## config.mk

```make
export PLATFORM = sky130hd
export DESIGN_NAME = per2rate
export DESIGN_NICKNAME = d
export VERILOG_FILES = /design/src/rtl/per2rate.sv
export SDC_FILE = /design/constraint.sdc
export NUM_CORES = 1
export LEC_CHECK = 0
export BUFFER_PORTS_ARGS = -buffer_cell sky130_fd_sc_hd__buf_2
export CORE_ASPECT_RATIO = 1.25
export CORE_UTILIZATION = 61
export CTS_CLUSTER_SIZE = 28
export DETAILED_ROUTE_END_ITERATION = 6
export PLACE_DENSITY = 0.8
export SLEW_MARGIN = 20
export SYNTH_ARGS = -nofsm -noshare
export SYNTH_HDL_FRONTEND = slang
export SYNTH_SLANG_ARGS = --single-unit
```

## constraint.sdc

```tcl
create_clock -name clk_i -period 4.4 [get_ports clk_i]
set_input_delay 0.88 -clock clk_i [delete_from_list [all_inputs] [get_ports clk_i]]
set_output_delay 0.88 -clock clk_i [all_outputs]
set_load 0.01 [all_outputs]
```

## src/rtl/per2rate.sv

```systemverilog
// per2rate: converts a measured tap period (in ticks) into a rate,
// rate = floor(DIVIDEND / period), clamped to [RATE_MIN, RATE_MAX].
// A fixed-latency restoring divider produces one quotient bit per clock.
// valid/ready handshakes are used on both the period and the rate side.
// Optional build macro: PER2RATE_ROUND_EN rounds half up before clamping.
module per2rate #(
    parameter int DIVIDEND = 11_718_750,
    parameter int PER_W    = 24,
    parameter int RATE_W   = 8,
    parameter int RATE_MAX = 250,
    parameter int RATE_MIN = 30
) (
    input  logic              clk_i,
    input  logic              rst_i,
    input  logic [PER_W-1:0]  per_i,
    input  logic              per_valid_i,
    output logic              per_ready_o,
    output logic [RATE_W-1:0] rate_o,
    output logic              rate_valid_o,
    input  logic              rate_ready_i,
    output logic              clamp_hi_o,
    output logic              clamp_lo_o,
    output logic              busy_o
);

    localparam int Q_W   = $clog2(DIVIDEND + 1);
    localparam int QX_W  = Q_W + 1;
    localparam int D_W   = PER_W + Q_W;
    localparam int CNT_W = $clog2(Q_W + 1);

    localparam logic [QX_W-1:0]   MAX_X    = QX_W'(RATE_MAX);
    localparam logic [QX_W-1:0]   MIN_X    = QX_W'(RATE_MIN);
    localparam logic [RATE_W-1:0] MAX_RATE = RATE_W'(RATE_MAX);
    localparam logic [RATE_W-1:0] MIN_RATE = RATE_W'(RATE_MIN);

    typedef enum logic [1:0] {
        IDLE  = 2'd0,
        DIV   = 2'd1,
        CLAMP = 2'd2,
        HOLD  = 2'd3
    } state_t;

    state_t           state_q;
    logic [Q_W-1:0]   rem_q;
    logic [Q_W-1:0]   quo_q;
    logic [D_W-1:0]   div_q;
    logic [CNT_W-1:0] cnt_q;

    logic [D_W-1:0]   div_shift;
    logic             div_fits;
    logic [QX_W-1:0]  quo_final;

    assign per_ready_o = (state_q == IDLE);
    assign busy_o      = (state_q == DIV) || (state_q == CLAMP);

    // Divider step: the divisor is loaded one position too high, so it is
    // shifted before comparing; Q_W steps then cover quotient bits Q_W-1..0.
    always_comb begin
        div_shift = div_q >> 1;
        div_fits  = (div_shift <= D_W'(rem_q));
    end

`ifdef PER2RATE_ROUND_EN
    localparam int CMP_W = ((Q_W > PER_W) ? Q_W : PER_W) + 1;

    logic [PER_W-1:0] per_q;
    logic [CMP_W-1:0] rem_twice;
    logic [CMP_W-1:0] per_ext;
    logic             round_up;

    // Round half up: bump the quotient when the remainder is at least half
    // the period; a zero period keeps its saturated all-ones quotient.
    always_comb begin
        rem_twice = CMP_W'(rem_q) << 1;
        per_ext   = CMP_W'(per_q);
        round_up  = (per_q != '0) && (rem_twice >= per_ext);
        quo_final = {1'b0, quo_q} + QX_W'(round_up);
    end

    // Keep the accepted period for the rounding decision.
    always_ff @(posedge clk_i or posedge rst_i) begin
        if (rst_i) begin
            per_q <= '0;
        end else if (state_q == IDLE && per_valid_i) begin
            per_q <= per_i;
        end
    end
`else
    // Truncating division: the quotient is used as-is.
    always_comb begin
        quo_final = {1'b0, quo_q};
    end
`endif

    // Control FSM with the divider datapath and the registered rate outputs.
    always_ff @(posedge clk_i or posedge rst_i) begin
        if (rst_i) begin
            state_q      <= IDLE;
            rem_q        <= '0;
            quo_q        <= '0;
            div_q        <= '0;
            cnt_q        <= '0;
            rate_o       <= '0;
            rate_valid_o <= 1'b0;
            clamp_hi_o   <= 1'b0;
            clamp_lo_o   <= 1'b0;
        end else begin
            case (state_q)
                IDLE: begin
                    if (per_valid_i) begin
                        rem_q   <= Q_W'(DIVIDEND);
                        div_q   <= {per_i, {Q_W{1'b0}}};
                        quo_q   <= '0;
                        cnt_q   <= CNT_W'(Q_W);
                        state_q <= DIV;
                    end
                end
                DIV: begin
                    div_q <= div_shift;
                    if (div_fits) begin
                        rem_q <= rem_q - div_shift[Q_W-1:0];
                        quo_q <= {quo_q[Q_W-2:0], 1'b1};
                    end else begin
                        quo_q <= {quo_q[Q_W-2:0], 1'b0};
                    end
                    cnt_q <= cnt_q - CNT_W'(1);
                    if (cnt_q == CNT_W'(1)) begin
                        state_q <= CLAMP;
                    end
                end
                CLAMP: begin
                    if (quo_final > MAX_X) begin
                        rate_o     <= MAX_RATE;
                        clamp_hi_o <= 1'b1;
                        clamp_lo_o <= 1'b0;
                    end else if (quo_final < MIN_X) begin
                        rate_o     <= MIN_RATE;
                        clamp_hi_o <= 1'b0;
                        clamp_lo_o <= 1'b1;
                    end else begin
                        rate_o     <= quo_final[RATE_W-1:0];
                        clamp_hi_o <= 1'b0;
                        clamp_lo_o <= 1'b0;
                    end
                    rate_valid_o <= 1'b1;
                    state_q      <= HOLD;
                end
                HOLD: begin
                    if (rate_ready_i) begin
                        rate_valid_o <= 1'b0;
                        state_q      <= IDLE;
                    end
                end
                default: begin
                    rate_valid_o <= 1'b0;
                    state_q      <= IDLE;
                end
            endcase
        end
    end

endmodule

```

# ---- After elaboration in Yosys (flattened, before gate mapping)
# Index checks and enable logic that the tools add are counted.
dict set report op_classes {
  n_mul 0
  n_div 0
  magnitude_cmp 3
  eq_ne 8
  mux 21
  n_addsub 2
  shift 0
  n_bitwise 0
  reduce_logical 8
}
# operator n
set ops {}
lappend ops {{24-bit one-hot mux with 2 select lines} 2}
lappend ops {{48-bit one-hot mux with 2 select lines} 1}
lappend ops {{24-bit 2-to-1 mux} 3}
lappend ops {{48-bit 2-to-1 mux} 1}
lappend ops {{47-bit by 24-bit <= comparator with 1-bit output} 1}
lappend ops {{24-bit by 8-bit > comparator with 1-bit output (second input constant)} 1}
lappend ops {{24-bit by 5-bit < comparator with 1-bit output (second input constant)} 1}
lappend ops {{24-bit subtractor} 1}
lappend ops {{8-bit 2-to-1 mux} 2}
lappend ops {{5-bit one-hot mux with 2 select lines} 1}
lappend ops {{2-bit one-hot mux with 4 select lines} 1}
lappend ops {{2-bit 2-to-1 mux} 3}
lappend ops {{2-bit != test (second input constant)} 3}
lappend ops {{3-bit AND reduction} 2}
lappend ops {{5-bit by 1-bit equality test with 1-bit output (second input constant)} 1}
lappend ops {{1-bit 2-to-1 mux} 5}
lappend ops {{5-bit 2-to-1 mux} 1}
lappend ops {{5-bit by 1-bit subtractor with 5-bit output (second input constant)} 1}
lappend ops {{2-bit equality test (second input constant)} 2}
lappend ops {{2-bit AND reduction} 2}
lappend ops {{2-bit nonzero test} 2}
lappend ops {{2-bit by 1-bit equality test with 1-bit output (second input constant)} 1}
lappend ops {{2-bit logical NOT} 1}
lappend ops {{2-bit by 1-bit != test with 1-bit output (second input constant)} 1}
lappend ops {{other kinds (2)} 2}
dict set report word_totals {
  input_bits 28
  rom_bits 0
  mem_bits_rw 0
  latch_bits 0
  register_bits 114
  n_memories 0
}

# ---- Logic depth before layout (Yosys ltp)
dict set report depth {
  ltp_word 3
  depth_mapped 11
  mapped_depth_nobuf 10
}

# ---- Least setup slack after synthesis
# Ideal clock, no wire load.
dict set report synth_timing {
  kind {reg2reg}
  startpoint {register rem_q[1]}
  endpoint {register rem_q[13]}
  path_buffers 0
  t_arrival_ns 2.288
  setup_slack_ns 1.991
  path_stages_with_launch 10
  synth_period_minus_slack_ns 2.409
  cell_sequence {dfrtp_1 -> inv_1 -> ha_1 -> nor2b_1 -> o21bai_2 -> nand4b_4 -> a311oi_2 -> mux2i_1 -> or4_1 -> a22o_1}
}
dict set report synth_via {
  elab_chain_cells 3
}
# item line_no
set synth_rtl {}
lappend synth_rtl {{from (decl)} 44} ;# logic [Q_W-1:0] rem_q;
lappend synth_rtl {{from (signal assigned)} 111} ;# rem_q <= Q_W'(DIVIDEND);
lappend synth_rtl {{from (signal assigned)} 121} ;# rem_q <= rem_q - div_shift[Q_W-1:0];
lappend synth_rtl {{47-bit by 24-bit <= comparator with 1-bit output / 24-bit subtractor (equally long branches)} {60, 121}}
lappend synth_rtl {{2-bit != test (no line) / 24-bit 2-to-1 mux (equally long branches)} --}
lappend synth_rtl {{3-bit AND reduction (no line) / 24-bit one-hot mux with 2 select lines (equally long branches)} --}
# Parallel ways exist; a longest one is shown, timed or not. The select of a mux whose other input is x is not followed.
# A chain may end at the register's enable or synchronous reset.

# ---- Worst setup path in the final report
dict set report layout_timing {
  startpoint {register rem_q[10]}
  endpoint {register rem_q[20]}
}
# Same word-level chain as after synthesis.

==> flow_metrics.tcl <==
set metrics [dict create \
    cts.sink_count 113 \
    core_area_um2 10200 \
    cts_setup_buffers 0 \
    dp_slack_ps 1450 \
    syn_area_um2 6460 \
    worst_slew_pin_slew_ps 1000 \
    die_w_um 94.0 \
    grt_max_degree 80 \
    dieArea_um2 11000 \
    synth-edff-count 0 \
    start_util_pct 63.2 \
    htreeDepth 4 \
    gr-usage-all-layers_pct 30.1 \
    synthFlopType "dfrtp_1" \
    path_delay_family "compound AO/OA/AOI/OAI gates" \
    path_clk_slew_ps 60 \
    synth_seq_cells 113 \
    end_kind "flop" \
    synth_nets 750 \
    synth_top_area_share_pct 43.8 \
    critPathMaxStageDelay_ps 410 \
    avgSynthCellArea_um2 9.66 \
    max_freq_mhz 330 \
    ctsResizeCount 0 \
    async_flop_share_pct 100 \
    grt_pass1_vias 5305 \
    hold_path.class "reg -> reg" \
    arrival_ps 3290 \
    crit_path_cell_trace "inv_1 > ha_1 > nand3_1 > nor2_1 > o221ai_1 > a21o_1 > a21o_4 > a21oi_2 > buf_4 > a22oi_1" \
    drt_iter0_markers 284 \
    route.detailed.wl_per_inst_um 18.4 \
    cts_tree "done" \
    fin_skew_ps 6.76 \
    powerDensity_nw_per_um2 549 \
    root_buffer "clkbuf_16" \
    hold_violations 0 \
    slew_headroom_pct 33.1 \
    ant_nets 0 \
    start_kind "flop" \
    antenna_found_initial 0 \
    fill_cells 755 \
    first_pass_iters 6 \
    grt_setup_unrepaired "no" \
    setup_tns_ps 0 \
    fp-row-count 41 \
    max-clock-path-buffers 2 \
    final_cells 843 \
    numPortBuffers 40 \
    cts_hold_buf 0 \
    critPathBufInv 2 \
    cts_buffers 17 \
    io_pins 41 \
    final_nets 783 \
    vias 5276 \
    synth.distinct_cells 69 \
    worstSkewPairLatency_ps 410 \
    dp_hpwl_mm 10.3 \
    yosysTopAreaCell "dfrtp_1" \
    n_antenna_cell 0 \
    viasPerCell 6.26 \
    post-route-util_pct 72.3 \
    cp.required_ps 4660 \
    crit_type "reg -> reg" \
    setup_ws_ps 1370 \
    status "complete, no violations" \
    fin_crit_sh_pct 68.9 \
    dp_cells 811 \
    netlist_instances 668 \
    setup_viol 0 \
    path_max_fanout 18 \
    period_minus_slack_ps 3030 \
    die_y_um 117 \
    peakVddDrop_v 0.000752 \
    routed_wl_mm 15.5 \
    holdWs_ps 495 \
    grt_pass1_wl_mm 25.3 \
    crit_slowest_cell "ha_1" \
    maxCapViolCount 0 \
    gp_congestion 0.949 \
    finalMaxSlewViolations 0 \
    drc 0 \
    area_growth_pct 14.2 \
    seq_area_frac_synth_pct 43.8 \
    leakagePower_nw 3.35 \
    layout-drive-gt1-share_pct 14.6 \
    grt_remaining_overflow 0 \
    ys_warn_count 0 \
    synth_area_leaders "dfrtp_1 44%, ha_1 10%, o22ai_1 4.9%, a22o_1 4.7%, nor2_1 3.8%" \
]
per-layer routing:
layer  vias up  GRT usage (%)  wire, um
met4         0           12.7       403
met1      2588           36.2      6500
li1       2478              -         -
met3        36           5.88       662
met5         -              0         0
met2       174           52.8      7940
worst register-to-register path: stages (launching register included):
cell and delay (ps):
dfrtp_1 370, inv_1 50, ha_1 410, nand3_1 180, nor2_1 310, o221ai_1 240
a21o_1 230, a21o_4 250, a21oi_2 350, buf_4 360, a22oi_1 130
report_power, final:
group          internal, mW  switching [mW]  total [mW]
sequential             1.21           0.132        1.35
combinational         0.386           0.821        1.21
clock                 0.970           0.524        1.49
total                  2.57            1.48        4.05
cells in the final DEF (no fill, tap or decap), types with 4 or more instances in the layout:
cell / n
bufinv_16: 4
nor3_1: 5
a21oi_1: 27
o22a_1: 6
clkinvlp_4: 4
dfrtp_1: 113
ha_1: 53
a21o_1: 12
o22ai_1: 51
xor2_1: 6
xnor2_1: 14
buf_4: 6
nor2b_1: 5
nand2b_1: 5
o21a_1: 4
a211oi_1: 4
inv_1: 60
a21boi_1: 5
o21ai_0: 25
nand4_1: 11
nor4_1: 5
buf_2: 40
and3_1: 5
clkbuf_16: 17
nand2_1: 36
a22o_1: 35
or2_2: 5
nor2_1: 66
nand3_1: 10
a31oi_1: 5
area by class of cell:
| type | count | area (um^2) | area share, % |
|---|---|---|---|
| multi-input combinational | 462 | 3270 | 44.3 |
| sequential | 113 | 2830 | 38.3 |
| clock buffer | 18 | 439 | 5.95 |
| timing repair buffer | 46 | 245 | 3.32 |
| inverter | 61 | 231 | 3.14 |
| clock inverter | 14 | 203 | 2.75 |
| tap | 129 | 161 | 2.19 |
synth_stat cells (all sizes together), types with 3 or more instances:
master	instances
nand4	11
clkbuf	23
o21bai	3
a22o	35
a21oi	29
xor2	6
o21ai	28
buf	9
and3	5
nand2b	5
nor4b	3
o22a	6
a31oi	5
nand2	38
a21o	13
nor2	69
o22ai	51
nor3	6
inv	61
or2	5
nor4	6
or4	5
a21boi	6
a211oi	4
dfrtp	113
o21a	5
ha	53
nand3b	3
nor2b	5
xnor2	14
nand3	10
through the flow:
stage	power, mW	cell area [um^2]
after floorplan	2.21	6460
after global placement	2.48	6730
after detailed placement	2.54	6730
after CTS	4.05	7380
after global routing	4.24	7380
final	4.05	7380
flip-flops by register name, summed over array words and instances (netlist names):
| register | flops |
|---|---|
| div_q | 47 |
| quo_q | 24 |
| cnt_q | 5 |
| rate_valid_o | 1 |
| state_q | 2 |
| rate_o | 8 |
| rem_q | 24 |
| clamp_hi_o | 1 |
| clamp_lo_o | 1 |
worst paths after layout:
| check | slack [ps] | to | depth (start not counted) | from |
|---|---|---|---|---|
| min in group asynchronous | 700 | state_q[1] | 2 | rst_i |
| max | 1370 | rem_q[20] | 10 | rem_q[10] |
| min reg2reg | 500 | rate_o[5] | 1 | rate_o[5] |
| max in group asynchronous | 2870 | rate_valid_o | 3 | rst_i |
| min | 500 | rate_o[5] | 1 | rate_o[5] |
| max reg2reg | 1370 | rem_q[20] | 10 | rem_q[10] |
logic make-up (layout without fill, tap and decap cells):
| group | count (synthesis) | after routing | synth area share, % |
|---|---|---|---|
| simple gates | 181 | 181 | 14.6 |
| buf+inv | 93 | 139 | 5.66 |
| flops | 113 | 113 | 43.8 |
| mux | 1 | 1 | 0.155 |
| compound gates | 206 | 206 | 22.5 |
| fa+ha+maj | 54 | 54 | 10.6 |
| xor+xnor | 20 | 20 | 2.71 |
Power figures use the tool's default switching activity.
